File: src/rtl/axi4_2to1_arbiter_if.sv
// Signal bundle between two upstream AXI4 masters, the 2:1 arbiter and one downstream slave.
// Per-master upstream fields are packed {master1, master0}.
interface axi4_2to1_arbiter_if #(
  parameter int ADDR_W = 30,
  parameter int DATA_W = 32,
  parameter int ID_W   = 3
);
  localparam int STRB_W = DATA_W / 8;

  logic [1:0]          in_aw_valid, in_aw_ready;
  logic [2*ID_W-1:0]   in_aw_id;
  logic [2*ADDR_W-1:0] in_aw_addr;
  logic [15:0]         in_aw_len;
  logic [5:0]          in_aw_size;
  logic [3:0]          in_aw_burst;

  logic [1:0]          in_w_valid, in_w_ready;
  logic [2*DATA_W-1:0] in_w_data;
  logic [2*STRB_W-1:0] in_w_strb;
  logic [1:0]          in_w_last;

  logic [1:0]          in_b_valid, in_b_ready;
  logic [ID_W-1:0]     in_b_id;
  logic [1:0]          in_b_resp;

  logic [1:0]          in_ar_valid, in_ar_ready;
  logic [2*ID_W-1:0]   in_ar_id;
  logic [2*ADDR_W-1:0] in_ar_addr;
  logic [15:0]         in_ar_len;
  logic [5:0]          in_ar_size;
  logic [3:0]          in_ar_burst;

  logic [1:0]          in_r_valid, in_r_ready;
  logic [ID_W-1:0]     in_r_id;
  logic [DATA_W-1:0]   in_r_data;
  logic [1:0]          in_r_resp;
  logic                in_r_last;

  logic                out_aw_valid, out_aw_ready;
  logic [ID_W:0]       out_aw_id;
  logic [ADDR_W-1:0]   out_aw_addr;
  logic [7:0]          out_aw_len;
  logic [2:0]          out_aw_size;
  logic [1:0]          out_aw_burst;

  logic                out_w_valid, out_w_ready;
  logic [DATA_W-1:0]   out_w_data;
  logic [STRB_W-1:0]   out_w_strb;
  logic                out_w_last;

  logic                out_b_valid, out_b_ready;
  logic [ID_W:0]       out_b_id;
  logic [1:0]          out_b_resp;

  logic                out_ar_valid, out_ar_ready;
  logic [ID_W:0]       out_ar_id;
  logic [ADDR_W-1:0]   out_ar_addr;
  logic [7:0]          out_ar_len;
  logic [2:0]          out_ar_size;
  logic [1:0]          out_ar_burst;

  logic                out_r_valid, out_r_ready;
  logic [ID_W:0]       out_r_id;
  logic [DATA_W-1:0]   out_r_data;
  logic [1:0]          out_r_resp;
  logic                out_r_last;

  // Arbiter view.
  modport slave (
    input  in_aw_valid, in_aw_id, in_aw_addr, in_aw_len, in_aw_size, in_aw_burst,
    output in_aw_ready,
    input  in_w_valid, in_w_data, in_w_strb, in_w_last,
    output in_w_ready,
    output in_b_valid, in_b_id, in_b_resp,
    input  in_b_ready,
    input  in_ar_valid, in_ar_id, in_ar_addr, in_ar_len, in_ar_size, in_ar_burst,
    output in_ar_ready,
    output in_r_valid, in_r_id, in_r_data, in_r_resp, in_r_last,
    input  in_r_ready,
    output out_aw_valid, out_aw_id, out_aw_addr, out_aw_len, out_aw_size, out_aw_burst,
    input  out_aw_ready,
    output out_w_valid, out_w_data, out_w_strb, out_w_last,
    input  out_w_ready,
    input  out_b_valid, out_b_id, out_b_resp,
    output out_b_ready,
    output out_ar_valid, out_ar_id, out_ar_addr, out_ar_len, out_ar_size, out_ar_burst,
    input  out_ar_ready,
    input  out_r_valid, out_r_id, out_r_data, out_r_resp, out_r_last,
    output out_r_ready
  );

  // Environment view: upstream masters plus downstream slave.
  modport master (
    output in_aw_valid, in_aw_id, in_aw_addr, in_aw_len, in_aw_size, in_aw_burst,
    input  in_aw_ready,
    output in_w_valid, in_w_data, in_w_strb, in_w_last,
    input  in_w_ready,
    input  in_b_valid, in_b_id, in_b_resp,
    output in_b_ready,
    output in_ar_valid, in_ar_id, in_ar_addr, in_ar_len, in_ar_size, in_ar_burst,
    input  in_ar_ready,
    input  in_r_valid, in_r_id, in_r_data, in_r_resp, in_r_last,
    output in_r_ready,
    input  out_aw_valid, out_aw_id, out_aw_addr, out_aw_len, out_aw_size, out_aw_burst,
    output out_aw_ready,
    input  out_w_valid, out_w_data, out_w_strb, out_w_last,
    output out_w_ready,
    output out_b_valid, out_b_id, out_b_resp,
    input  out_b_ready,
    input  out_ar_valid, out_ar_id, out_ar_addr, out_ar_len, out_ar_size, out_ar_burst,
    output out_ar_ready,
    output out_r_valid, out_r_id, out_r_data, out_r_resp, out_r_last,
    input  out_r_ready
  );
endinterface

File: src/rtl/axi4_2to1_arbiter.sv
// Two-master to one-slave AXI4 arbiter: round-robin AW/AR with grant lock, W routed by an
// AW-order FIFO, B/R returned by the extra MSB of the slave-side ID. All paths combinational.
module axi4_2to1_arbiter #(
  parameter int ADDR_W   = 30,
  parameter int DATA_W   = 32,
  parameter int ID_W     = 3,
  parameter int WQ_DEPTH = 2
) (
  input logic clock,
  input logic reset,
  axi4_2to1_arbiter_if.slave bus
);
  localparam int STRB_W = DATA_W / 8;
  localparam int PTR_W  = $clog2(WQ_DEPTH);
  localparam int CNT_W  = $clog2(WQ_DEPTH + 1);

  logic             aw_ptr, aw_lock, aw_lock_idx, aw_sel, aw_hs;
  logic             ar_ptr, ar_lock, ar_lock_idx, ar_sel, ar_hs;
  logic             wq_mem [WQ_DEPTH];
  logic [PTR_W-1:0] wq_wr, wq_rd;
  logic [CNT_W-1:0] wq_cnt;
  logic             wq_full, wq_empty, wq_head, w_pop;
  logic             b_dst, r_dst;

  function automatic logic rr_pick(input logic lock, input logic lock_idx,
                                   input logic ptr, input logic [1:0] vld);
    if (lock)      return lock_idx;
    if (vld[ptr])  return ptr;
    if (vld[!ptr]) return !ptr;
    return ptr;
  endfunction

  assign aw_sel   = rr_pick(aw_lock, aw_lock_idx, aw_ptr, bus.in_aw_valid);
  assign ar_sel   = rr_pick(ar_lock, ar_lock_idx, ar_ptr, bus.in_ar_valid);
  // Full comes from registered count only, so a pop this cycle never frees a slot for a push.
  assign wq_full  = (wq_cnt == CNT_W'(WQ_DEPTH));
  assign wq_empty = (wq_cnt == '0);
  assign wq_head  = wq_mem[wq_rd];

  // AW channel
  assign bus.out_aw_valid = !reset && bus.in_aw_valid[aw_sel] && !wq_full;
  assign bus.out_aw_id    = {aw_sel, aw_sel ? bus.in_aw_id[2*ID_W-1:ID_W] : bus.in_aw_id[ID_W-1:0]};
  assign bus.out_aw_addr  = aw_sel ? bus.in_aw_addr[2*ADDR_W-1:ADDR_W] : bus.in_aw_addr[ADDR_W-1:0];
  assign bus.out_aw_len   = aw_sel ? bus.in_aw_len[15:8] : bus.in_aw_len[7:0];
  assign bus.out_aw_size  = aw_sel ? bus.in_aw_size[5:3] : bus.in_aw_size[2:0];
  assign bus.out_aw_burst = aw_sel ? bus.in_aw_burst[3:2] : bus.in_aw_burst[1:0];
  assign aw_hs            = bus.out_aw_valid && bus.out_aw_ready;

  always_comb begin
    bus.in_aw_ready         = '0;
    bus.in_aw_ready[aw_sel] = !reset && bus.out_aw_ready && !wq_full;
  end

  // AR channel
  assign bus.out_ar_valid = !reset && bus.in_ar_valid[ar_sel];
  assign bus.out_ar_id    = {ar_sel, ar_sel ? bus.in_ar_id[2*ID_W-1:ID_W] : bus.in_ar_id[ID_W-1:0]};
  assign bus.out_ar_addr  = ar_sel ? bus.in_ar_addr[2*ADDR_W-1:ADDR_W] : bus.in_ar_addr[ADDR_W-1:0];
  assign bus.out_ar_len   = ar_sel ? bus.in_ar_len[15:8] : bus.in_ar_len[7:0];
  assign bus.out_ar_size  = ar_sel ? bus.in_ar_size[5:3] : bus.in_ar_size[2:0];
  assign bus.out_ar_burst = ar_sel ? bus.in_ar_burst[3:2] : bus.in_ar_burst[1:0];
  assign ar_hs            = bus.out_ar_valid && bus.out_ar_ready;

  always_comb begin
    bus.in_ar_ready         = '0;
    bus.in_ar_ready[ar_sel] = !reset && bus.out_ar_ready;
  end

  // W channel: only the FIFO head master may drive, and only once its AW has been accepted.
  assign bus.out_w_valid = !reset && !wq_empty && bus.in_w_valid[wq_head];
  assign bus.out_w_data  = wq_head ? bus.in_w_data[2*DATA_W-1:DATA_W] : bus.in_w_data[DATA_W-1:0];
  assign bus.out_w_strb  = wq_head ? bus.in_w_strb[2*STRB_W-1:STRB_W] : bus.in_w_strb[STRB_W-1:0];
  assign bus.out_w_last  = bus.in_w_last[wq_head];
  assign w_pop           = bus.out_w_valid && bus.out_w_ready && bus.out_w_last;

  always_comb begin
    bus.in_w_ready          = '0;
    bus.in_w_ready[wq_head] = !reset && !wq_empty && bus.out_w_ready;
  end

  // B and R: ID MSB names the originating master.
  assign b_dst            = bus.out_b_id[ID_W];
  assign bus.in_b_id      = bus.out_b_id[ID_W-1:0];
  assign bus.in_b_resp    = bus.out_b_resp;
  assign bus.out_b_ready  = !reset && bus.in_b_ready[b_dst];
  assign r_dst            = bus.out_r_id[ID_W];
  assign bus.in_r_id      = bus.out_r_id[ID_W-1:0];
  assign bus.in_r_data    = bus.out_r_data;
  assign bus.in_r_resp    = bus.out_r_resp;
  assign bus.in_r_last    = bus.out_r_last;
  assign bus.out_r_ready  = !reset && bus.in_r_ready[r_dst];

  always_comb begin
    bus.in_b_valid        = '0;
    bus.in_b_valid[b_dst] = !reset && bus.out_b_valid;
    bus.in_r_valid        = '0;
    bus.in_r_valid[r_dst] = !reset && bus.out_r_valid;
  end

  // Control state: pointers, locks, FIFO pointers/count
  always_ff @(posedge clock) begin
    if (reset) begin
      aw_ptr      <= 1'b0;
      aw_lock     <= 1'b0;
      aw_lock_idx <= 1'b0;
      ar_ptr      <= 1'b0;
      ar_lock     <= 1'b0;
      ar_lock_idx <= 1'b0;
      wq_wr       <= '0;
      wq_rd       <= '0;
      wq_cnt      <= '0;
    end else begin
      if (aw_hs) begin
        aw_ptr  <= !aw_sel;
        aw_lock <= 1'b0;
      end else if (bus.out_aw_valid) begin
        aw_lock     <= 1'b1;
        aw_lock_idx <= aw_sel;
      end
      if (ar_hs) begin
        ar_ptr  <= !ar_sel;
        ar_lock <= 1'b0;
      end else if (bus.out_ar_valid) begin
        ar_lock     <= 1'b1;
        ar_lock_idx <= ar_sel;
      end
      if (aw_hs) wq_wr <= wq_wr + PTR_W'(1);
      if (w_pop) wq_rd <= wq_rd + PTR_W'(1);
      case ({aw_hs, w_pop})
        2'b10:   wq_cnt <= wq_cnt + CNT_W'(1);
        2'b01:   wq_cnt <= wq_cnt - CNT_W'(1);
        default: wq_cnt <= wq_cnt;
      endcase
    end
  end

  // FIFO storage carries no reset; validity is tracked by the count.
  always_ff @(posedge clock) begin
    if (aw_hs) wq_mem[wq_wr] <= aw_sel;
  end
endmodule

File: src/flat_wrapper.sv
// flat-port wrapper written by rule: the top's interface ports become plain ports
module axi4_2to1_arbiter_flat 
#(
  parameter int ADDR_W   = 30,
  parameter int DATA_W   = 32,
  parameter int ID_W     = 3,
  parameter int WQ_DEPTH = 2
)
  (clock, reset, bus_in_aw_valid, bus_in_aw_id, bus_in_aw_addr, bus_in_aw_len, bus_in_aw_size, bus_in_aw_burst, bus_in_aw_ready, bus_in_w_valid, bus_in_w_data, bus_in_w_strb, bus_in_w_last, bus_in_w_ready, bus_in_b_valid, bus_in_b_id, bus_in_b_resp, bus_in_b_ready, bus_in_ar_valid, bus_in_ar_id, bus_in_ar_addr, bus_in_ar_len, bus_in_ar_size, bus_in_ar_burst, bus_in_ar_ready, bus_in_r_valid, bus_in_r_id, bus_in_r_data, bus_in_r_resp, bus_in_r_last, bus_in_r_ready, bus_out_aw_valid, bus_out_aw_id, bus_out_aw_addr, bus_out_aw_len, bus_out_aw_size, bus_out_aw_burst, bus_out_aw_ready, bus_out_w_valid, bus_out_w_data, bus_out_w_strb, bus_out_w_last, bus_out_w_ready, bus_out_b_valid, bus_out_b_id, bus_out_b_resp, bus_out_b_ready, bus_out_ar_valid, bus_out_ar_id, bus_out_ar_addr, bus_out_ar_len, bus_out_ar_size, bus_out_ar_burst, bus_out_ar_ready, bus_out_r_valid, bus_out_r_id, bus_out_r_data, bus_out_r_resp, bus_out_r_last, bus_out_r_ready);
  axi4_2to1_arbiter_if #(.ADDR_W(ADDR_W), .DATA_W(DATA_W), .ID_W(ID_W)) bus_i ();
  input logic clock;
  input logic reset;
  input wire logic [$bits(bus_i.in_aw_valid)-1:0] bus_in_aw_valid;
  input wire logic [$bits(bus_i.in_aw_id)-1:0] bus_in_aw_id;
  input wire logic [$bits(bus_i.in_aw_addr)-1:0] bus_in_aw_addr;
  input wire logic [$bits(bus_i.in_aw_len)-1:0] bus_in_aw_len;
  input wire logic [$bits(bus_i.in_aw_size)-1:0] bus_in_aw_size;
  input wire logic [$bits(bus_i.in_aw_burst)-1:0] bus_in_aw_burst;
  output wire logic [$bits(bus_i.in_aw_ready)-1:0] bus_in_aw_ready;
  input wire logic [$bits(bus_i.in_w_valid)-1:0] bus_in_w_valid;
  input wire logic [$bits(bus_i.in_w_data)-1:0] bus_in_w_data;
  input wire logic [$bits(bus_i.in_w_strb)-1:0] bus_in_w_strb;
  input wire logic [$bits(bus_i.in_w_last)-1:0] bus_in_w_last;
  output wire logic [$bits(bus_i.in_w_ready)-1:0] bus_in_w_ready;
  output wire logic [$bits(bus_i.in_b_valid)-1:0] bus_in_b_valid;
  output wire logic [$bits(bus_i.in_b_id)-1:0] bus_in_b_id;
  output wire logic [$bits(bus_i.in_b_resp)-1:0] bus_in_b_resp;
  input wire logic [$bits(bus_i.in_b_ready)-1:0] bus_in_b_ready;
  input wire logic [$bits(bus_i.in_ar_valid)-1:0] bus_in_ar_valid;
  input wire logic [$bits(bus_i.in_ar_id)-1:0] bus_in_ar_id;
  input wire logic [$bits(bus_i.in_ar_addr)-1:0] bus_in_ar_addr;
  input wire logic [$bits(bus_i.in_ar_len)-1:0] bus_in_ar_len;
  input wire logic [$bits(bus_i.in_ar_size)-1:0] bus_in_ar_size;
  input wire logic [$bits(bus_i.in_ar_burst)-1:0] bus_in_ar_burst;
  output wire logic [$bits(bus_i.in_ar_ready)-1:0] bus_in_ar_ready;
  output wire logic [$bits(bus_i.in_r_valid)-1:0] bus_in_r_valid;
  output wire logic [$bits(bus_i.in_r_id)-1:0] bus_in_r_id;
  output wire logic [$bits(bus_i.in_r_data)-1:0] bus_in_r_data;
  output wire logic [$bits(bus_i.in_r_resp)-1:0] bus_in_r_resp;
  output wire logic [$bits(bus_i.in_r_last)-1:0] bus_in_r_last;
  input wire logic [$bits(bus_i.in_r_ready)-1:0] bus_in_r_ready;
  output wire logic [$bits(bus_i.out_aw_valid)-1:0] bus_out_aw_valid;
  output wire logic [$bits(bus_i.out_aw_id)-1:0] bus_out_aw_id;
  output wire logic [$bits(bus_i.out_aw_addr)-1:0] bus_out_aw_addr;
  output wire logic [$bits(bus_i.out_aw_len)-1:0] bus_out_aw_len;
  output wire logic [$bits(bus_i.out_aw_size)-1:0] bus_out_aw_size;
  output wire logic [$bits(bus_i.out_aw_burst)-1:0] bus_out_aw_burst;
  input wire logic [$bits(bus_i.out_aw_ready)-1:0] bus_out_aw_ready;
  output wire logic [$bits(bus_i.out_w_valid)-1:0] bus_out_w_valid;
  output wire logic [$bits(bus_i.out_w_data)-1:0] bus_out_w_data;
  output wire logic [$bits(bus_i.out_w_strb)-1:0] bus_out_w_strb;
  output wire logic [$bits(bus_i.out_w_last)-1:0] bus_out_w_last;
  input wire logic [$bits(bus_i.out_w_ready)-1:0] bus_out_w_ready;
  input wire logic [$bits(bus_i.out_b_valid)-1:0] bus_out_b_valid;
  input wire logic [$bits(bus_i.out_b_id)-1:0] bus_out_b_id;
  input wire logic [$bits(bus_i.out_b_resp)-1:0] bus_out_b_resp;
  output wire logic [$bits(bus_i.out_b_ready)-1:0] bus_out_b_ready;
  output wire logic [$bits(bus_i.out_ar_valid)-1:0] bus_out_ar_valid;
  output wire logic [$bits(bus_i.out_ar_id)-1:0] bus_out_ar_id;
  output wire logic [$bits(bus_i.out_ar_addr)-1:0] bus_out_ar_addr;
  output wire logic [$bits(bus_i.out_ar_len)-1:0] bus_out_ar_len;
  output wire logic [$bits(bus_i.out_ar_size)-1:0] bus_out_ar_size;
  output wire logic [$bits(bus_i.out_ar_burst)-1:0] bus_out_ar_burst;
  input wire logic [$bits(bus_i.out_ar_ready)-1:0] bus_out_ar_ready;
  input wire logic [$bits(bus_i.out_r_valid)-1:0] bus_out_r_valid;
  input wire logic [$bits(bus_i.out_r_id)-1:0] bus_out_r_id;
  input wire logic [$bits(bus_i.out_r_data)-1:0] bus_out_r_data;
  input wire logic [$bits(bus_i.out_r_resp)-1:0] bus_out_r_resp;
  input wire logic [$bits(bus_i.out_r_last)-1:0] bus_out_r_last;
  output wire logic [$bits(bus_i.out_r_ready)-1:0] bus_out_r_ready;
  assign bus_i.in_aw_valid = bus_in_aw_valid;
  assign bus_i.in_aw_id = bus_in_aw_id;
  assign bus_i.in_aw_addr = bus_in_aw_addr;
  assign bus_i.in_aw_len = bus_in_aw_len;
  assign bus_i.in_aw_size = bus_in_aw_size;
  assign bus_i.in_aw_burst = bus_in_aw_burst;
  assign bus_in_aw_ready = bus_i.in_aw_ready;
  assign bus_i.in_w_valid = bus_in_w_valid;
  assign bus_i.in_w_data = bus_in_w_data;
  assign bus_i.in_w_strb = bus_in_w_strb;
  assign bus_i.in_w_last = bus_in_w_last;
  assign bus_in_w_ready = bus_i.in_w_ready;
  assign bus_in_b_valid = bus_i.in_b_valid;
  assign bus_in_b_id = bus_i.in_b_id;
  assign bus_in_b_resp = bus_i.in_b_resp;
  assign bus_i.in_b_ready = bus_in_b_ready;
  assign bus_i.in_ar_valid = bus_in_ar_valid;
  assign bus_i.in_ar_id = bus_in_ar_id;
  assign bus_i.in_ar_addr = bus_in_ar_addr;
  assign bus_i.in_ar_len = bus_in_ar_len;
  assign bus_i.in_ar_size = bus_in_ar_size;
  assign bus_i.in_ar_burst = bus_in_ar_burst;
  assign bus_in_ar_ready = bus_i.in_ar_ready;
  assign bus_in_r_valid = bus_i.in_r_valid;
  assign bus_in_r_id = bus_i.in_r_id;
  assign bus_in_r_data = bus_i.in_r_data;
  assign bus_in_r_resp = bus_i.in_r_resp;
  assign bus_in_r_last = bus_i.in_r_last;
  assign bus_i.in_r_ready = bus_in_r_ready;
  assign bus_out_aw_valid = bus_i.out_aw_valid;
  assign bus_out_aw_id = bus_i.out_aw_id;
  assign bus_out_aw_addr = bus_i.out_aw_addr;
  assign bus_out_aw_len = bus_i.out_aw_len;
  assign bus_out_aw_size = bus_i.out_aw_size;
  assign bus_out_aw_burst = bus_i.out_aw_burst;
  assign bus_i.out_aw_ready = bus_out_aw_ready;
  assign bus_out_w_valid = bus_i.out_w_valid;
  assign bus_out_w_data = bus_i.out_w_data;
  assign bus_out_w_strb = bus_i.out_w_strb;
  assign bus_out_w_last = bus_i.out_w_last;
  assign bus_i.out_w_ready = bus_out_w_ready;
  assign bus_i.out_b_valid = bus_out_b_valid;
  assign bus_i.out_b_id = bus_out_b_id;
  assign bus_i.out_b_resp = bus_out_b_resp;
  assign bus_out_b_ready = bus_i.out_b_ready;
  assign bus_out_ar_valid = bus_i.out_ar_valid;
  assign bus_out_ar_id = bus_i.out_ar_id;
  assign bus_out_ar_addr = bus_i.out_ar_addr;
  assign bus_out_ar_len = bus_i.out_ar_len;
  assign bus_out_ar_size = bus_i.out_ar_size;
  assign bus_out_ar_burst = bus_i.out_ar_burst;
  assign bus_i.out_ar_ready = bus_out_ar_ready;
  assign bus_i.out_r_valid = bus_out_r_valid;
  assign bus_i.out_r_id = bus_out_r_id;
  assign bus_i.out_r_data = bus_out_r_data;
  assign bus_i.out_r_resp = bus_out_r_resp;
  assign bus_i.out_r_last = bus_out_r_last;
  assign bus_out_r_ready = bus_i.out_r_ready;
  axi4_2to1_arbiter #(.ADDR_W(ADDR_W), .DATA_W(DATA_W), .ID_W(ID_W), .WQ_DEPTH(WQ_DEPTH)) u_core (.clock(clock), .reset(reset), .bus(bus_i));
endmodule
File: config.mk
export PLATFORM = sky130hd
export DESIGN_NAME = axi4_2to1_arbiter_flat
export DESIGN_NICKNAME = d
export VERILOG_FILES = /design/src/rtl/axi4_2to1_arbiter_if.sv /design/src/rtl/axi4_2to1_arbiter.sv /design/src/flat_wrapper.sv
export SDC_FILE = /design/constraint.sdc
export NUM_CORES = 1
export LEC_CHECK = 0
export BUFFER_PORTS_ARGS = -buffer_cell sky130_fd_sc_hd__buf_2
export CORE_AREA = 2 2 197 199
export DETAILED_ROUTE_END_ITERATION = 6
export DIE_AREA = 0 0 199 201
export PLACE_DENSITY = 0.34
export SYNTH_ARGS = -nofsm -noshare
export SYNTH_HDL_FRONTEND = slang
export SYNTH_SLANG_ARGS = --single-unit
File: constraint.sdc
create_clock -name clock -period 2.6 [get_ports clock]
set_clock_uncertainty 0.2 [all_clocks]
set_input_delay 0.13 -clock clock [delete_from_list [all_inputs] [get_ports clock]]
set_output_delay 0.13 -clock clock [all_outputs]
set_load 0.02 [all_outputs]
==> flow_metrics.py, run 1 <==
metrics = {
    "yosys": {
        "synth.net_count": 609,
        "ys.flop_type": "dfxtp_1",
        "synth_top_area_frac": 0.551,
        "synthCells": 288,
        "yosysSeqAreaShare": 0.106,
        "yosysTopAreaCell": "mux2_2",
        "synth_edf_count": 2,
        "ys_top_cells_by_area": "mux2_2 55%, buf_4 13%, dfxtp_1 8.3%, mux2i_1 2.6%, buf_2 2.3%",
        "ys_ff_latch": 13,
        "synth.avg_cell_area_sq_um": 9.22,
        "syn_area_sq_um": 2660,
        "synth_cell_types": 33,
        "ys_async_sr_fraction": 0,
        "yosys_warnings": 0,
    },
    "detailed_routing": {
        "first_pass_iters": 4,
        "vias": 3647,
        "drt-wirelength-per-cell_um": 12.1,
        "drtIter0Drc": 81,
        "drc": 0,
        "postRouteAntennaNets": 0,
        "via_per_inst": 3.09,
        "routed_wl_mm": 14.3,
    },
    "place": {
        "port_buffers": 422,
        "routabilityCongestion": 0.719,
        "dpl.hpwl_mm": 12.8,
    },
    "global_route": {
        "grt-ovfl-total": 0,
        "grt_max_degree": 50,
        "grt_pass1_wl_mm": 18.5,
        "grt_pass1_vias": 3382,
        "antenna_found_initial": 1,
        "grt_usage": 0.0619,
    },
    "power_and_ir_drop": {
        "vdd_ir_drop_max_uv": 139,
        "powerDensity_nw_per_um2": 320,
        "swShare": 0.428,
        "pwr-share-comb": 0.674,
        "p_int_uw": 955,
        "power_switching_uw": 714,
        "power.leakage_nw": 2.60,
        "clockPowerShare": 0.187,
        "pwr-share-seq": 0.139,
        "p_total_mw": 1.67,
    },
    "layout": {
        "ff_latch_area_sq_um": 280,
        "layout_common_cells": "422 x buf_2, 130 x mux2_2, 13 x nor2_1, 11 x a21oi_1, 11 x dfxtp_1",
        "nets": 985,
        "final_layout_size_suffix_gt1_frac": 0.855,
        "n_fill_cell": 4395,
        "synthToLayoutAreaGrowth_pct": 96.1,
        "multiInputGateArea_sq_um": 1960,
        "final_common_cell": "buf_2",
    },
    "floorplan": {
        "fp.dieW_um": 199,
        "die_y_um": 201,
        "start_util": 0.0697,
        "fp-row-count": 72,
        "core_region_area_sq_um": 38100,
        "dieArea_sq_um": 40000,
        "ioPinCount": 509,
    },
    "sta": {
        "slew_violations": 0,
        "rsz0062_at_grt": "false",
        "setup-tns-final_ns": 0,
        "period_share": 0.921,
        "slew_headroom": 0.587,
        "worstMarginPinSlew_ns": 0.619,
        "max_freq_mhz": 418,
        "hold_viol_final": 0,
        "period_minus_slack_ns": 2.39,
        "setup_viol": 0,
    },
    "critical_path": {
        "cp.arrival_ns": 2.06,
        "worst-setup-path-type": "reg2out",
        "start_kind": "flip-flop",
        "cp-end-kind": "output port",
        "worstPathRequired_ns": 2.27,
        "worstPathMaxFanout": 28,
    },
    "clock_tree": {
        "clkTransAtPathRegs_ns": 0.05,
        "clkLatencyLatePin_ns": 0.25,
        "htreeDepth": 1,
        "post_cts_resized": 0,
        "cts_tree": "built",
        "clock_sinks": 13,
        "root_buffer": "clkbuf_16",
        "cts_hold_buf": 2,
        "cts_buffers": 3,
        "cts_buffer_depth": 2,
        "cts_setup_buffers": 0,
    },
    "run_status": {
        "status": "complete, no violations",
    },
    "hold_path": {
        "hp-class": "in2reg",
    },
    "job": {
        "drv_cap": 0,
    },
}
==> cells in the mapped netlist (all sizes together) (2+ instances only) <==
master  instances
inv             6
nand2b          2
buf            60
a311oi          2
edfxtp          2
mux2          130
dfxtp          11
and3            5
nor2           13
mux2i           7
a21oi          11
nor3b           3
o211ai          2
o21ai           8
a211oi          3
nor2b           2
nand2           7
or3             2
==> state kept, by name, summed over array words and instances, names as in the netlist, named ones only <==
register / cells
u_core.wq_cnt: 2
u_core.wq_mem: 2
u_core.ar_lock: 1
u_core.ar_lock_idx: 1
u_core.ar_ptr: 1
u_core.aw_lock: 1
u_core.aw_lock_idx: 1
u_core.aw_ptr: 1
u_core.wq_rd: 1
u_core.wq_wr: 1
==> layout make-up <==
class,count,area share
Antenna cell,1,0.000480
Clock buffer,3,0.0144
Clock inverter,1,0.000961
Inverter,6,0.00432
Multi-Input combinational cell,208,0.376
Sequential cell,13,0.0538
Tap cell,518,0.124
Timing Repair Buffer,432,0.426
==> path summary, 6_finish.rpt <==
check,from,endpoint,slack (ns),depth (start not counted)
setup / recovery,u_core.aw_ptr,bus_out_aw_addr[12],0.21,5
hold / removal,bus_in_aw_valid[0],u_core.aw_lock,0.03,3
setup reg to reg,flip-flop,u_core.wq_cnt[1],0.50,6
hold reg to reg,u_core.wq_wr,u_core.wq_wr,0.29,1
==> worst max-delay path, cell delays in order, from the launching register on <==
cell and delay (ns):
dfxtp_1 0.32, a21oi_1 0.13, o31a_2 0.56, buf_12 0.27
mux2_2 0.35, buf_2 0.16
==> routing by layer <==
metal,part of all wire,GRT usage
met1,0.37,0.0646
met2,0.51,0.122
met3,0.094,0.0133
met4,0.022,0.0163
met5,0,0
==> cell families after synthesis <==
logic type	Yosys count	share of synthesized area
muxes	137	0.577
buffers and inverters	67	0.167
and+or+nand+nor	37	0.0688
AOI/OAI and AO/OA	31	0.0702
DFF	13	0.106
xor gates and xnor gates	2	0.00660
adders and majority gates	1	0.00471
==> power by group through the flow <==
stage / combinational, mW / clock (mW) / sequential, mW
2_1_floorplan: 0.761 / 0 / 0.232
3_3_place_gp: 1.14 / 0 / 0.236
3_5_place_dp: 1.14 / 0 / 0.236
4_1_cts: 1.14 / 0.334 / 0.231
5_1_grt: 1.21 / 0.338 / 0.234
6_report: 1.12 / 0.313 / 0.232
==> stage by stage <==
stage | setup slack (ns) | hold slack [ns] | utilization | instances | area [sq um]
2_1_floorplan | 0.561 | 0.0270 | - | 288 | 2660
4_1_cts | 0.140 | 0.0206 | 0.137 | 1181 | 5210
6_report | 0.206 | 0.0272 | 0.137 | 1182 | 5210
5_1_grt | 0.0426 | 0.0600 | 0.137 | 1182 | 5210
3_5_place_dp | 0.419 | 0.0601 | 0.134 | 1175 | 5110
3_3_place_gp | 0.432 | 0.0601 | 0.134 | 1175 | 5110
(Power assumes the default switching activity.)
==> inputs of run 2 (changes only) <==
Settings changed: CORE_AREA 2 2 197 199 to 2 2 199 201, CTS_BUF_LIST set to sky130_fd_sc_hd__clkbuf_4, DIE_AREA 0 0 199 201 to 0 0 201 203, PLACE_DENSITY 0.34 to 0.33.
==> flow_metrics.py, run 2 (synthesis results as in run 1) <==
metrics = {
    "run_status": {
        "status": "complete, no violations",
    },
    "detailed_routing": {
        "drt-wirelength-per-cell_um": 12.0,
        "vias": 3577,
        "drtIter0Drc": 106,
        "drc": 0,
        "routed_wl_mm": 14.1,
        "first_pass_iters": 4,
        "postRouteAntennaNets": 0,
        "via_per_inst": 3.03,
    },
    "power_and_ir_drop": {
        "powerDensity_nw_per_um2": 289,
        "power_switching_uw": 685,
        "clockPowerShare": 0.089,
        "swShare": 0.460,
        "pwr-share-comb": 0.756,
        "power.leakage_nw": 2.56,
        "p_int_uw": 805,
        "pwr-share-seq": 0.155,
        "vdd_ir_drop_max_uv": 83.1,
    },
    "critical_path": {
        "worstPathMaxFanout": 50,
        "start_kind": "input pin",
        "cp-end-kind": "output port",
        "path_common_cell": "buf_2",
        "max_stage_delay_ns": 0.54,
        "path_cells": "dlygate4sd3_1 > buf_2 > inv_1 > a21oi_1 > o31a_2 > buf_12 > mux2_2 > buf_2",
        "cp.arrival_ns": 2.03,
        "worst-setup-path-type": "in2out",
        "worstPathRequired_ns": 2.27,
        "worst_path_max_delay_cell": "dlygate4sd3_1",
    },
    "floorplan": {
        "core_region_area_sq_um": 38500,
        "dieArea_sq_um": 40800,
        "die_y_um": 203,
        "start_util": 0.0691,
        "fp-row-count": 72,
        "fp.dieW_um": 201,
        "ioPinCount": 509,
    },
    "clock_tree": {
        "cts_setup_buffers": 0,
        "cts_buffers": 3,
        "post_cts_resized": 0,
        "cts_buffer_depth": 2,
        "clkLatencyLatePin_ns": 0.28,
        "htreeDepth": 1,
        "clock_sinks": 13,
        "cts_hold_buf": 3,
        "cts_tree": "built",
        "root_buffer": "clkbuf_4",
        "clkTransAtPathRegs_ns": 0.10,
    },
    "layout": {
        "layout_common_cells": "422 x buf_2, 130 x mux2_2, 13 x nor2_1, 11 x a21oi_1, 11 x dfxtp_1",
        "final_cell_area_sq_um": 5140,
        "reg_top3": "u_core.wq_cnt x2, u_core.wq_mem x2",
        "final_layout_size_suffix_gt1_frac": 0.853,
        "n_fill_cell": 4461,
        "nets": 983,
        "final_common_cell": "buf_2",
        "synthToLayoutAreaGrowth_pct": 93.6,
    },
    "place": {
        "placed_cell_area_sq_um": 5080,
        "port_buffers": 422,
        "dpl.hpwl_mm": 12.6,
        "routabilityCongestion": 0.693,
    },
    "sta": {
        "slew_headroom": 0.633,
        "period_share": 0.909,
        "setup-tns-final_ns": 0,
        "worstMarginPinSlew_ns": 0.550,
        "max_freq_mhz": 423,
        "setup_viol": 0,
        "rsz0062_at_grt": "false",
        "period_minus_slack_ns": 2.36,
        "slew_violations": 0,
        "hold_viol_final": 0,
    },
    "global_route": {
        "antenna_found_initial": 0,
        "grt_usage": 0.0607,
        "grt_max_degree": 51,
        "grt_pass1_wl_mm": 19.2,
        "grt_pass1_vias": 3367,
        "grt-ovfl-total": 0,
    },
    "job": {
        "drv_cap": 0,
    },
    "hold_path": {
        "hp-class": "in2reg",
    },
}
-- run 2: cell types whose count changed in the layout (fill, tap and decap cells not counted), sizes merged --
cell,previous run,this run
dlygate4sd3,2,3
buf,430,427
-- run 2: worst paths after layout --
check                startpoint                 end  slack [ns]  cells after the start
max          bus_in_aw_valid[0]  bus_out_aw_size[2]        0.24                      8
min            bus_out_aw_ready      u_core.aw_lock        0.02                      4
max reg2reg           flip-flop    u_core.wq_cnt[1]        0.46                      6
min reg2reg        u_core.wq_wr        u_core.wq_wr        0.30                      1
-- run 2: power by group through the flow --
stage	clock network (mW)	logic [mW]	registers [mW]
after floorplan	0	0.761	0.232
after global placement	0	1.14	0.236
after detailed placement	0	1.14	0.236
after CTS	0.150	1.15	0.231
after global routing	0.159	1.21	0.234
final	0.133	1.13	0.231
-- run 2: area by class of cell --
class,count,area (sq um),share of cell area
Timing Repair Buffer,430,2200,0.429
Multi-Input combinational cell,208,1960,0.381
Tap cell,518,648,0.126
Sequential cell,13,280,0.0545
Clock buffer,3,22.5,0.00438
Inverter,6,22.5,0.00438
Clock inverter,1,5.00,0.000973
Antenna cell,1,2.50,0.000486
-- run 2: metrics by stage --
| stage | utilization | setup slack [ns] | std cells | power, mW | hold WS (ns) |
|---|---|---|---|---|---|
| 3_5_place_dp | 0.132 | 0.488 | 1172 | 1.37 | 0.0601 |
| 2_1_floorplan | - | 0.561 | 288 | 0.993 | 0.0270 |
| 4_1_cts | 0.134 | 0.160 | 1179 | 1.53 | 0.00176 |
| 3_3_place_gp | 0.132 | 0.472 | 1172 | 1.38 | 0.0601 |
| 5_1_grt | 0.134 | 0.0753 | 1179 | 1.60 | 0.0214 |
| 6_report | 0.134 | 0.237 | 1180 | 1.49 | 0.0249 |
-- run 2: routing by layer --
metal  part of all wire  GRT usage  up-vias  wire length [um]
li1                   -          -     1747                 -
met1               0.39     0.0727     1554              5460
met2               0.48      0.104      274              6770
met3               0.13     0.0266        2              1850
met4             0.0033    0.00529        0                47
met5                  0          0        -                 0
-- run 2: critical path: cells and delay by family --
family	cells	cell delay, ns
buffers and inverters	5	1.15
AO/OA/AOI/OAI	2	0.42
multiplexers	1	0.31
